--- src/rtl/rsa_io_bridge_pkg.sv ---
// rsa_io_bridge_pkg: shared state encoding and operand field layout for the RSA stream bridge.
package rsa_io_bridge_pkg;
    typedef enum logic [1:0] {LOAD, RUN, SEND} state_t;
    localparam int OP_W       = 256;
    localparam int LOAD_WORDS = 18;
    localparam int X_OFF      = 0;
    localparam int N_OFF      = 8;
    localparam int E_OFF      = 16;
    localparam int MP_OFF     = 17;
endpackage

--- src/rtl/rsa_io_bridge.sv ---
// rsa_io_bridge: loads x/n/e/mp from a word stream, runs the exponentiation core under a
// watchdog, then streams the 256-bit result back out least-significant word first.
module rsa_io_bridge
    import rsa_io_bridge_pkg::*;
#(
    parameter int WORD_W  = 32,
    parameter int NWORDS  = 8,
    parameter int TIMEOUT = 4096
) (
    input  logic              clk,
    input  logic              rst,
    input  logic [WORD_W-1:0] s_data,
    input  logic              s_valid,
    output logic              s_ready,
    output logic [WORD_W-1:0] m_data,
    output logic              m_valid,
    input  logic              m_ready,
    output logic              m_last,
    output logic [OP_W-1:0]   x_o,
    output logic [OP_W-1:0]   n_o,
    output logic [WORD_W-1:0] e_o,
    output logic [WORD_W-1:0] mp_o,
    output logic              core_rst_n,
    input  logic              core_done,
    input  logic [OP_W-1:0]   core_result,
    output logic              busy,
    output logic              err
);
    localparam int WCW = $clog2(LOAD_WORDS);
    localparam int IW  = $clog2(NWORDS);
    localparam int CW  = $clog2(TIMEOUT + 1);

    state_t            state_q, state_d;
    logic [WCW-1:0]    wc_q, wc_d;
    logic [CW-1:0]     cyc_q, cyc_d;
    logic [OP_W-1:0]   x_q, x_d, n_q, n_d, res_q, res_d;
    logic [WORD_W-1:0] e_q, e_d, mp_q, mp_d;
    logic              err_q, err_d;
    logic [IW-1:0]     fi;

    always_comb begin
        state_d = state_q;
        wc_d    = wc_q;
        cyc_d   = cyc_q;
        x_d     = x_q;
        n_d     = n_q;
        e_d     = e_q;
        mp_d    = mp_q;
        res_d   = res_q;
        err_d   = err_q;
        // word index within the x or n field being loaded
        fi = IW'(wc_q - WCW'(wc_q < WCW'(N_OFF) ? X_OFF : N_OFF));
        if (state_q == LOAD && s_valid) begin
            wc_d = wc_q + 1'b1;
            if (wc_q == WCW'(X_OFF)) err_d = 1'b0;
            if (wc_q < WCW'(N_OFF)) x_d[fi*WORD_W +: WORD_W] = s_data;
            else if (wc_q < WCW'(E_OFF)) n_d[fi*WORD_W +: WORD_W] = s_data;
            else if (wc_q == WCW'(E_OFF)) e_d = s_data;
            else mp_d = s_data;
            if (wc_q == WCW'(MP_OFF)) begin
                wc_d    = '0;
                cyc_d   = '0;
                state_d = RUN;
            end
        end
        if (state_q == RUN) begin
            cyc_d = cyc_q + 1'b1;
            // a done seen on the timeout cycle still counts as success
            if (core_done) begin
                res_d   = core_result;
                cyc_d   = '0;
                state_d = SEND;
            end else if (cyc_q == CW'(TIMEOUT - 1)) begin
                res_d   = '0;
                err_d   = 1'b1;
                cyc_d   = '0;
                state_d = SEND;
            end
        end
        if (state_q == SEND && m_ready) begin
            wc_d = wc_q + 1'b1;
            if (wc_q == WCW'(NWORDS - 1)) begin
                wc_d    = '0;
                state_d = LOAD;
            end
        end
    end

    always_ff @(posedge clk) begin
        if (!rst) begin
            state_q <= LOAD;
            wc_q    <= '0;
            cyc_q   <= '0;
            x_q     <= '0;
            n_q     <= '0;
            e_q     <= '0;
            mp_q    <= '0;
            res_q   <= '0;
            err_q   <= 1'b0;
        end else begin
            state_q <= state_d;
            wc_q    <= wc_d;
            cyc_q   <= cyc_d;
            x_q     <= x_d;
            n_q     <= n_d;
            e_q     <= e_d;
            mp_q    <= mp_d;
            res_q   <= res_d;
            err_q   <= err_d;
        end
    end

    assign s_ready    = state_q == LOAD;
    assign m_valid    = state_q == SEND;
    assign m_last     = m_valid && wc_q == WCW'(NWORDS - 1);
    assign m_data     = m_valid ? res_q[wc_q[IW-1:0]*WORD_W +: WORD_W] : '0;
    assign core_rst_n = state_q == RUN;
    assign busy       = state_q != LOAD;
    assign err        = err_q;
    assign x_o        = x_q;
    assign n_o        = n_q;
    assign e_o        = e_q;
    assign mp_o       = mp_q;
endmodule

--- config.mk ---
export PLATFORM = sky130hd
export DESIGN_NAME = rsa_io_bridge
export DESIGN_NICKNAME = d
export VERILOG_FILES = /design/src/rtl/rsa_io_bridge_pkg.sv /design/src/rtl/rsa_io_bridge.sv
export SDC_FILE = /design/constraint.sdc
export NUM_CORES = 2
export LEC_CHECK = 0
export CAP_MARGIN = 0
export CORE_AREA = 5 5 345 347
export DETAILED_ROUTE_END_ITERATION = 8
export DIE_AREA = 0 0 350 352
export GPL_TIMING_DRIVEN = 0
export PLACE_DENSITY = 0.61
export REMOVE_ABC_BUFFERS = 1
export SLEW_MARGIN = 20
export SYNTH_ARGS = -nofsm -noshare
export SYNTH_HDL_FRONTEND = slang
export SYNTH_SLANG_ARGS = --single-unit
--- constraint.sdc ---
create_clock -name clk -period 3.15 [get_ports clk]
set_clock_uncertainty 0.1 [all_clocks]
set_input_delay 0.63 -clock clk [delete_from_list [all_inputs] [get_ports clk]]
set_output_delay 0.63 -clock clk [all_outputs]
set_load 0.01 [all_outputs]
Word level (Yosys, flattened, before mapping) --
Cells that the tools add are included.
Storage, ports and cells: bits in registers 853, input bits 293, output and inout bits 614, word-level logic and storage cells 69
Operators by class: add/sub/neg operators 4, $lt $le $gt $ge 2, eq/ne operators 6, shift operators 3, multiplexer cells 26, bitwise operators 3, reduce and logical (&&, ||, !) cells 16
Operators by type and width (count):
- 256-bit bitwise mux | 2
- 256-bit two-way mux | 2
- 32-bit by 34-bit variable shift with 256-bit output (first input constant) | 1
- 256-bit by 9-bit variable part select with 32-bit output | 1
- 32-bit by 34-bit variable part select with 256-bit output | 1
- 13-bit two-way mux | 5
- 8-bit negator with 34-bit output | 1
- 32-bit two-way mux | 1
- 5-bit two-way mux | 4
- 2-bit two-way mux | 7
- 13-bit by 1-bit adder with 13-bit output (second input constant) | 1
- 13-bit by 12-bit equality test with 1-bit output (second input constant) | 1
- 5-bit equality test (second input constant) | 2
- 2-bit nonzero test | 5
- 4-bit AND reduction | 2
- 2-bit AND reduction | 3
- 5-bit by 1-bit adder with 5-bit output (second input constant) | 1
- 5-bit by 3-bit equality test with 1-bit output (second input constant) | 1
- 5-bit logical NOT | 1
- 5-bit by 4-bit less-than comparator with 1-bit output (second input constant) | 1
- 5-bit less-than comparator (second input constant) | 1
- 1-bit two-way mux | 5
- 1-bit logical AND | 3
- 1-bit inverter | 3
- 5 further kinds | 5

Logic depth before layout (Yosys ltp) --
depth after elaboration 8, mapped depth 12, depth with buffers taken out 7

Worst setup path after synthesis --
Ideal clock, no wire load.
path type reg-to-reg, start reg wc_q[1], end reg n_q[132], in the netlist n_o[132], library setup time 125 ps, arrival 2812 ps, data required time 2925 ps, slack 113 ps, cell stages (with the launch flop) 12, buffers on the path 4, period minus slack after synthesis 3037 ps, cell sequence dfxtp_1 > buf_2 > buf_1 > buf_2 > inv_1 > ha_1 > ha_1 > nor4b_1 > o2111ai_1 > clkbuf_1 > nand3_1 > o21ai_0
On the way: longest elaborated chain between the ends 4, elaborated cells between the ends (all ways) 9, those cells by class 2 x add/sub; 2 x order compare; 2 x shift; 1 x mux; 1 x bitwise; 1 x reduce/logical
Ends and longest elaborated chain:
- start: declaration | RTL line rsa_io_bridge.sv:34 | logic [WCW-1:0] wc_q, wc_d;
- start signal: assignment | RTL line rsa_io_bridge.sv:102 | wc_q <= wc_d;
- 3-bit subtractor | RTL line rsa_io_bridge.sv:52 | fi = IW'(wc_q - WCW'(wc_q < WCW'(N_OFF) ? X_OFF : N_OFF));
- 8-bit negator with 34-bit output | RTL line rsa_io_bridge.sv:57 | else if (wc_q < WCW'(E_OFF)) n_d[fi*WORD_W +: WORD_W] = s_data;
- 32-bit by 34-bit variable part select with 256-bit output / 32-bit by 34-bit variable shift with 256-bit output (equally long branches) | RTL line rsa_io_bridge.sv:57
- 256-bit bitwise mux | RTL line rsa_io_bridge.sv:57
- end signal: assignment | RTL line rsa_io_bridge.sv:105 | n_q <= n_d;
- end: declaration | RTL line rsa_io_bridge.sv:36 | logic [OP_W-1:0] x_q, x_d, n_q, n_d, res_q, res_d;
Parallel ways exist; a longest one is shown, timed or not. A chain may end at the register's enable or synchronous reset.

Final worst setup path --
start reg wc_q[0], end out m_data[29]
On the way: longest elaborated chain between the ends 2
Ends and longest elaborated chain:
- 256-bit by 9-bit variable part select with 32-bit output | RTL line rsa_io_bridge.sv:116 | assign m_data = m_valid ? res_q[wc_q[IW-1:0]*WORD_W +: WORD_W] : '0;
- 32-bit two-way mux | RTL line rsa_io_bridge.sv:116
- end: declaration | RTL line rsa_io_bridge.sv:15 | output logic [WORD_W-1:0] m_data,
No other way between the ends.

==> metrics <==
RePlAce Congestion=0.792; 1st-iter DRT viols=1951; DP HPWL=95.6 mm; Num CTS Buffers=92; Design Power=24.1 mW; Pleak=15.7 nW; post-synthesis sequential area ratio=0.562; post-DR vias/cell=4.97; outcome=finished clean; crit path launch type=flip-flop; RSZ-0062 raised after global routing=true; RR Endpoint=x_o[254]$_SDFFE_PN0P_; largest net degree at the start of global routing=132; detailed-route wire length on metal 1=52.8 mm; final period utilization=0.994; worst hold path depth=3; Skew-Pair Late Insertion Delay=0.66 ns; Max Freq=320 MHz; worst relative slew slack=0.206; Root Buffer=clkbuf_16; R2R cell count=8; Buffers on Ports=906; FP Rows=125; register bit total from synthesis=853; Routed wire per std cell=25.3 um; layout cells sized above 1=0.116; Die Ht=352 um; Vias=27700; # setup viols final=0; drt total wl=141 mm; die width=350 um; vias in the first global route=26200; share of the synthesized area in the top cell type=0.562; CORE AREA=116000 um2; nets=4257; DRC Markers=0; Data required, critical path=2.42 ns; CTS Hold Buffers Added=0; Critical Path Fanout Max=8; top layer in use=met5; Final ANT Viol Nets=0; Die ar.=123000 um2; CTS H-tree lvls=3; Synth Cell Area=30400 um2; cell repeated most along the worst path=buf_16; DRT Pass-1 Iters=5; kind of critical path=flip-flop to primary output; Met2 Routed Length=69.1 mm; FFs w/ async S/R, synth=0; Yosys top cell by area=dfxtp_1; CTS Buffer Depth=3; Fin. Hold Viols=0; worst vdd rail ir drop=0.360 mV; max cap viols=0; gr ovfl total=0; RR Startpoint=wc_q[0]$_SDFFE_PN0P_; top_reg_cell synth=dfxtp_1; Synth Instances=3099; Final TNS setup=0 ns; CTS tree=built; crit-path cells=buf_16, buf_16, buf_12, buf_6, mux4_2, nand2_2, a21oi_2, buf_2; Worst Hold End=x_o[114]$_SDFFE_PN0P_; fin crit period=3.13 ns; R2R setup slack=0.07 ns; boundary pin count=907; first-pass GRT wire length=187 mm; Slew @ Worst Pin=1.19 ns; GR Util All Layers=0.206; Met3 Routed Length=13.1 mm; Pins Over Slew Limit=0; CP peak stage delay=0.49 ns; Crit-path slowest cell=mux4_2; syn avg cell area=9.80 um2; PD cells=529 nW/um2; worst hold path startpoint=rst; Layout area overhead=50.3%; WP data arrival=2.40 ns; initial antenna violation count=10; post-synth cell types=59; synth warn=0; Initial Util=0.263; hold crit path type=primary input to flip-flop; Worst-path clk slew=0.06 ns; EDFF count, synth=0; top cells by area, synth=dfxtp_1 56%, nand3_1 8.6%, o21ai_0 7.8%, a22o_1 7.4%, mux4_2 4.7%; total clock sinks=853; CP endpoint kind=primary output
worst max-delay path, delay by kind of cell (launching register included):
kind	cells	cell delay [ns]
multiplexers	1	0.49
flip-flops	1	0.39
AO/OA/AOI/OAI	1	0.08
AND/OR/NAND/NOR	1	0.11
buffers and inverters	5	0.66
registers in the layout (all words and copies together), names as in the netlist:
| signal | cells |
|---|---|
| cyc_q | 13 |
| e_o | 32 |
| err | 1 |
| mp_o | 32 |
| n_o | 256 |
| res_q | 256 |
| state_q | 2 |
| wc_q | 5 |
| x_o | 256 |
layout by cell type, fill, tap and decap left out, types with 18 or more instances in the layout:
cell / netlist / final
clkdlybuf4s50_1: 0 / 869
dfxtp_1: 853 / 847
nand3_1: 522 / 517
o21ai_0: 471 / 469
nand2_1: 367 / 352
a22o_1: 256 / 256
clkbuf_16: 0 / 95
a21oi_1: 104 / 94
mux4_2: 64 / 64
o21ai_1: 47 / 49
buf_4: 1 / 49
buf_6: 6 / 34
clkbuf_8: 0 / 27
buf_16: 0 / 21
buf_12: 2 / 21
nand4_4: 7 / 19
clkinv_2: 0 / 18
cells by family after synthesis:
group                    synth area share
XOR/XNOR                          0.00144
flip-flops                          0.562
AO/OA/AOI/OAI                       0.183
multiplexers                       0.0478
AND/OR/NAND/NOR                     0.152
buffers and inverters              0.0505
adder cells (fa/ha/maj)           0.00288
worst max path at each step:
| stage | startpoint | end | slack [ns] | cells after the start |
|---|---|---|---|---|
| after floorplan | rst | res_q[0]$_SDFFE_PN0P_ | -12.63 | 3 |
| after global placement | rst | res_q[103]$_SDFFE_PN0P_ | -50.13 | 4 |
| after detailed placement | rst | n_o[91]$_SDFFE_PN0P_ | -1.42 | 13 |
| after CTS | wc_q[0]$_SDFFE_PN0P_ | n_o[22]$_SDFFE_PN0P_ | -0.14 | 8 |
| after global routing | wc_q[0]$_SDFFE_PN0P_ | m_data[1] | -0.08 | 7 |
| final | wc_q[0]$_SDFFE_PN0P_ | m_data[29] | 0.02 | 8 |
synthesized netlist by cell type (2+ instances only):
cell / instances
nand2_1: 367
ha_1: 7
xnor2_1: 4
nor2_1: 17
nor2b_1: 5
o21ai_0: 471
nand3b_1: 2
buf_12: 2
a21oi_1: 104
or4_1: 4
o2111ai_1: 4
nor4_1: 2
and3_1: 5
o311a_1: 3
a31oi_1: 2
a22oi_1: 3
mux4_2: 64
buf_1: 49
nand3_2: 4
nor4_2: 2
nor3b_1: 3
nor3_1: 5
buf_2: 84
a22o_1: 256
nand2b_1: 3
buf_8: 20
nand4_4: 7
nor4b_1: 4
nand3_1: 522
clkbuf_1: 125
o211ai_1: 3
o21ai_1: 47
buf_6: 6
or3_1: 2
dfxtp_1: 853
inv_1: 11
nand4_1: 5
power breakdown:
group	total (mW)	switching (mW)	internal, mW
Combinational	1.67	0.940	0.731
Sequential	10.8	0.0253	10.8
Clock	11.6	4.74	6.88
Total	24.1	5.71	18.4
through the flow:
| stage | util | instances | instance area (um2) | setup WS, ns | hold WS [ns] |
|---|---|---|---|---|---|
| 2_1_floorplan | - | 2812 | 28900 | -12.63 | 0.305 |
| 6_report | 0.395 | 5564 | 45700 | 0.0204 | 0.269 |
| 3_3_place_gp | 0.345 | 5242 | 39900 | -50.13 | 0.319 |
| 4_1_cts | 0.391 | 5537 | 45200 | -0.139 | 0.205 |
| 5_1_grt | 0.395 | 5559 | 45600 | -0.0815 | 0.272 |
| 3_5_place_dp | 0.357 | 5327 | 41200 | -1.42 | 0.317 |
cell type report:
type                    count  area (um2)
multi-input cells        1960       12400
flip-flops and latches    853       17100
clock buffers             132        2720
clock inverters            39         578
well taps                1524        1910
inverters                  12        52.6
repair buffers           1038       10900
diodes                      6        15.0
fillers                 11400       69900
repair_timing:
item                       CTS  global route
gates resized for setup    153            49
buffers inserted            30             9
setup endpoints to repair  594           221
pin swaps                   10            13
cloned                       9            13
routing by layer:
layer | vias to the layer above | GRT usage
met5 | - | 0
met4 | 2 | 0.0851
met3 | 242 | 0.0643
li1 | 13000 | -
met2 | 1170 | 0.363
met1 | 13300 | 0.229
Power figures use the tool's default switching activity.
